**src/rtl/pc_pkg.sv**
```systemverilog
// Shared types and helpers for the program-counter generator.
// Holds the fetch FSM state encoding, the instruction size and the alignment check.
package pc_pkg;

  typedef enum logic [1:0] {
    BOOT = 2'd0,
    RUN  = 2'd1,
    HALT = 2'd2
  } pc_state_e;

  localparam int DEFAULT_XLEN = 32;
  localparam int INSTR_BYTES  = 4;

  // Returns the offending low address bits; all-zero means instruction aligned.
  function automatic logic [1:0] misalign_bits(input logic [1:0] addr_lsb);
    logic [1:0] mask;
    mask = 2'(INSTR_BYTES - 1);
    return addr_lsb & mask;
  endfunction

endpackage

```
**src/rtl/pc_gen.sv**
```systemverilog
// Program-counter generator: boot delay, halt/resume control and prioritised
// trap/branch redirects, presented to fetch through a valid/ready handshake.
module pc_gen
  import pc_pkg::*;
#(
  parameter int              XLEN         = DEFAULT_XLEN,
  parameter logic [XLEN-1:0] RESET_VECTOR = '0,
  parameter int              BOOT_WAIT    = 4
) (
  input  logic            clk,
  input  logic            reset,
  input  logic            fetch_ready,
  input  logic            redirect_valid,
  input  logic [XLEN-1:0] redirect_target,
  input  logic            trap_valid,
  input  logic [XLEN-1:0] trap_target,
  input  logic            halt_req,
  input  logic            resume_req,
  output logic            fetch_valid,
  output logic [XLEN-1:0] fetch_pc,
  output logic [XLEN-1:0] fetch_pc_plus4,
  output logic            misalign_err,
  output logic            halted
);

  localparam int              CW        = (BOOT_WAIT > 1) ? $clog2(BOOT_WAIT) : 1;
  localparam logic [CW-1:0]   BOOT_LAST = CW'((BOOT_WAIT > 0) ? (BOOT_WAIT - 1) : 0);

  pc_state_e       state_reg, state_next;
  logic [CW-1:0]   boot_cnt_reg;
  logic [XLEN-1:0] pc_reg, pc_next;
  logic            misalign_reg, misalign_next;
  logic            sel_valid;
  logic [XLEN-1:0] sel_target;

  // State register
  always_ff @(posedge clk) begin
    if (reset) state_reg <= BOOT;
    else       state_reg <= state_next;
  end

  // Next-state logic; resume wins over a simultaneous halt while halted
  always_comb begin
    state_next = state_reg;
    case (state_reg)
      BOOT:    if (BOOT_WAIT == 0 || boot_cnt_reg == BOOT_LAST) state_next = RUN;
      RUN:     if (halt_req)   state_next = HALT;
      HALT:    if (resume_req) state_next = RUN;
      default: state_next = BOOT;
    endcase
  end

  // Outputs are forced inactive while reset is held, whatever the current state
  always_comb begin
    fetch_valid = !reset && (state_reg == RUN);
    halted      = !reset && (state_reg == HALT);
  end

  always_ff @(posedge clk) begin
    if (reset)                  boot_cnt_reg <= '0;
    else if (state_reg == BOOT) boot_cnt_reg <= boot_cnt_reg + 1'b1;
  end

  assign fetch_pc_plus4 = pc_reg + XLEN'(INSTR_BYTES);

  // Next-PC mux: trap over redirect over sequential advance; only the winning target is checked
  always_comb begin
    pc_next       = pc_reg;
    misalign_next = 1'b0;
    sel_valid     = 1'b0;
    sel_target    = '0;
    if (state_reg != BOOT) begin
      if (trap_valid) begin
        sel_valid  = 1'b1;
        sel_target = trap_target;
      end else if (redirect_valid) begin
        sel_valid  = 1'b1;
        sel_target = redirect_target;
      end
    end
    if (sel_valid) begin
      if (misalign_bits(sel_target[1:0]) != 2'b00) misalign_next = 1'b1;
      else                                          pc_next       = sel_target;
    end else if (fetch_valid && fetch_ready) begin
      pc_next = fetch_pc_plus4;
    end
  end

  always_ff @(posedge clk) begin
    if (reset) begin
      pc_reg       <= RESET_VECTOR;
      misalign_reg <= 1'b0;
    end else begin
      pc_reg       <= pc_next;
      misalign_reg <= misalign_next;
    end
  end

  assign fetch_pc     = pc_reg;
  assign misalign_err = misalign_reg;

endmodule

```
**config.mk**
```make
export PLATFORM = sky130hd
export DESIGN_NAME = pc_gen
export DESIGN_NICKNAME = d
export VERILOG_FILES = /design/src/rtl/pc_pkg.sv /design/src/rtl/pc_gen.sv
export SDC_FILE = /design/constraint.sdc
export NUM_CORES = 1
export LEC_CHECK = 0
export CORE_AREA = 3 3 110 112
export DETAILED_ROUTE_END_ITERATION = 7
export DIE_AREA = 0 0 113 115
export PLACE_DENSITY = 0.55
export SYNTH_ARGS = -nofsm -noshare
export SYNTH_HDL_FRONTEND = slang
export SYNTH_SLANG_ARGS = --single-unit
export TNS_END_PERCENT = 10
```
**constraint.sdc**
```tcl
create_clock -name clk -period 2.3 [get_ports clk]
set_input_delay 0.345 -clock clk [delete_from_list [all_inputs] [get_ports clk]]
set_output_delay 0.345 -clock clk [all_outputs]
set_load 0.01 [all_outputs]
```
==> run metrics <==
status=finished with violations; violated checks=negative setup slack; synthesized flop and latch total=37; hold buffer count at cts=0; vias in the first global route=3,746; Die W=113 µm; sequential cell fraction of total power=36.6%; Post-synth EDFFs=0; total global-route track usage=17.84%; simple-gate area share of the yosys netlist=25.91%; cell taking the most area after synthesis=dfxtp_1; commonest non-fill, non-tap cells in the layout=111 x clkdlybuf4s50_1, 75 x buf_4, 41 x nor2_1, 29 x a21oi_1, 28 x dfxtp_1; pin count of the biggest net entering global routing=39; H-tree Lvls=2; pins over their slew limit=0; largest family of logic cells by synthesized area=compound AO/OA/AOI/OAI gates; GRT overflow=0; max_slew headroom=73.74%; GR peak layer=met2; top post-synthesis cells by area=dfxtp_1 27%, xnor2_1 7.5%, a22oi_1 5.9%; Avg Inst Size Synth=7.450 µm²; Multi-input gate area=1932 µm²; Synth Area in Adders=0.8981%; Int Pwr=1.363 mW; Hold Crit Start=boot_cnt_reg[1]$_SDFFE_PP0N_; clk root buf=clkbuf_16; Fillers=1,141; Synth Warn #=0; drt wl/cell=16.48 µm; static leakage=1.912 nW; Worst VDD drop=0.2525 mV; r2r worst-path depth=8; Ports=138; DIE HEIGHT=115 µm; Vias/cell=5.094; initial antenna violation count=0; ys async rst share=0%; CP Data Required Time=1.96 ns; CP Max Fanout=4; commonest non-fill, non-tap cell in the layout=clkdlybuf4s50_1; Clk pin slew, worst setup/hold paths=0.06 ns; final cell count without fillers=709; Syn-to-layout area delta=79.70%; Unique masters post-synth=50; r2r startpoint=fetch_pc[2]$_SDFFE_PP0P_; std cell rows=39; crit path from=fetch_pc[9]$_SDFFE_PP0P_; sequential share of the synthesized area=26.58%; clock skew=0.006994 ns; Routed Antenna Nets=0; Placed Area=4815 µm²; global-route wire length before repair=18.95 mm; post-layout minimum cycle time=2.309 ns; mux cell area share after synthesis=0.3592%; fmax=433.1 MHz; total of max-cap violations=0; Remaining DRCs=0; Final Hold Vio Count=0; Hold Path Stages=2; Antenna Cells=0; Comb pwr share=30.4%; clock network power share=33.1%; Clock Latency Late Sink=0.28 ns; switching power=0.5660 mW; setup ws final=-0.008830 ns; xor-xnor portion of the synthesized cell area=9.115%; syn nets=447; GR Util met1=21.84%; Synth Cell Area=2786 µm²; Pwr Density=385.3 nW/µm²; register area=752.0 µm²; total core area=11,320 µm²; clk buf depth=2; I/O Buffers=137; drt pass-1 iters=4; met3 Use GR=4.158%; grt met2 use=31.08%; crit end category=primary output; max reg flops=32; top cell type's share of synthesized area=26.58%; Synth Area in Compound Gates=30.49%; switching part of the total=29.34%; final period utilization=100.4%; startpoint type of the worst setup path=flip-flop; total power=1.929 mW; placed insts=696; worst slew pin tran=0.3933 ns; RSZ-0062 raised after global routing=yes; Post-Route WL=11.68 mm; DRT iter0 DRCs=170; final instance area=5007 µm²; clock sinks=37; count of final setup violators=3; worst slack, placed=-0.1575 ns; share of cells above drive strength 1=23.32%; CTS tree=yes; Primary FF master, synth=dfxtp_1; via count=3,612; fin nets=640; Mapped Cells=374; gpl congestion=0.7980; Crit Path Category=flip-flop to primary output; Post-DP HPWL=9.024 mm; Worst EP arrival=1.96 ns; HP Class=flip-flop to flip-flop; CTS Buf Count=5; die footprint=13,000 µm²; starting density of the core=24.61%
-- kinds of logic after synthesis --
logic type	count (synthesis)
muxes	1
adders and majority gates	2
DFF	37
and+or+nand+nor	134
xor gates and xnor gates	29
buffers and inverters	46
AOI/OAI and AO/OA	125
-- final timing paths --
path	end	slack, ns
max reg2reg	fetch_pc[24]$_SDFFE_PP0P_	0.27
min reg2reg	boot_cnt_reg[1]$_SDFFE_PP0N_	0.49
min	boot_cnt_reg[1]$_SDFFE_PP0N_	0.49
max	fetch_pc_plus4[31]	-0.009
-- routing by layer --
| layer | vias up | wire (µm) |
|---|---|---|
| met5 | - | 0 |
| met4 | 0 | 63 |
| met3 | 5 | 900 |
| met2 | 113 | 6017 |
| met1 | 1728 | 4702 |
| li1 | 1766 | - |
-- power by group through the flow --
| stage | sequential (mW) | clock [mW] | combinational (mW) |
|---|---|---|---|
| floorplan | 0.705 | 0 | 0.290 |
| global placement | 0.716 | 0 | 0.584 |
| detailed placement | 0.718 | 0 | 0.595 |
| CTS | 0.705 | 0.656 | 0.593 |
| global route | 0.711 | 0.673 | 0.647 |
| finish | 0.706 | 0.638 | 0.586 |
-- final cells by class --
class	count	area share [%]
Multi-Input combinational cell	291	38.58
Tap cell	143	3.573
Inverter	15	1.124
Clock inverter	1	0.09995
Sequential cell	37	15.02
Timing Repair Buffer	217	39.11
Clock buffer	5	2.499
-- Yosys cell counts (4+ instances only) --
cell type / n
dfxtp_1: 37
a21oi_1: 29
and3_1: 7
o31a_1: 4
clkbuf_1: 26
nand4_1: 7
nor2_1: 42
a221o_1: 4
nand3_1: 17
o22a_1: 4
a22oi_1: 22
nand2_1: 24
o21ai_0: 24
a22o_1: 5
a31oi_1: 8
a41oi_1: 5
xnor2_1: 24
inv_1: 15
xor2_1: 5
nor3_1: 8
o32ai_1: 9
-- worst max-delay path, cell delays in order, from the launching register on --
cell and delay (ns):
dfxtp_2 0.35, nand4_4 0.11, or4_4 0.59, nor2_4 0.14
nand3_1 0.11, xnor2_1 0.15, clkdlybuf4s15_2 0.24
-- repair_timing --
action | 4_1_cts | 5_1_grt
pin swaps | 7 | 13
hold endpoints to repair | 0 | 0
setup buffers | 4 | 3
endpoints found under the setup margin | 25 | 21
gates resized for setup | 55 | 38
-- metrics by stage --
step           hold WS (ns)  TNS [ns]  util [%]
3_5_place_dp         0.4860    -1.232     42.53
4_1_cts              0.4941   -0.4715     44.08
5_1_grt              0.5125   -0.5877     44.23
3_3_place_gp         0.4640   -0.8071     42.53
6_report             0.4894  -0.02240     44.23
2_1_floorplan        0.4574         0         -
(Power assumes the default switching activity.)
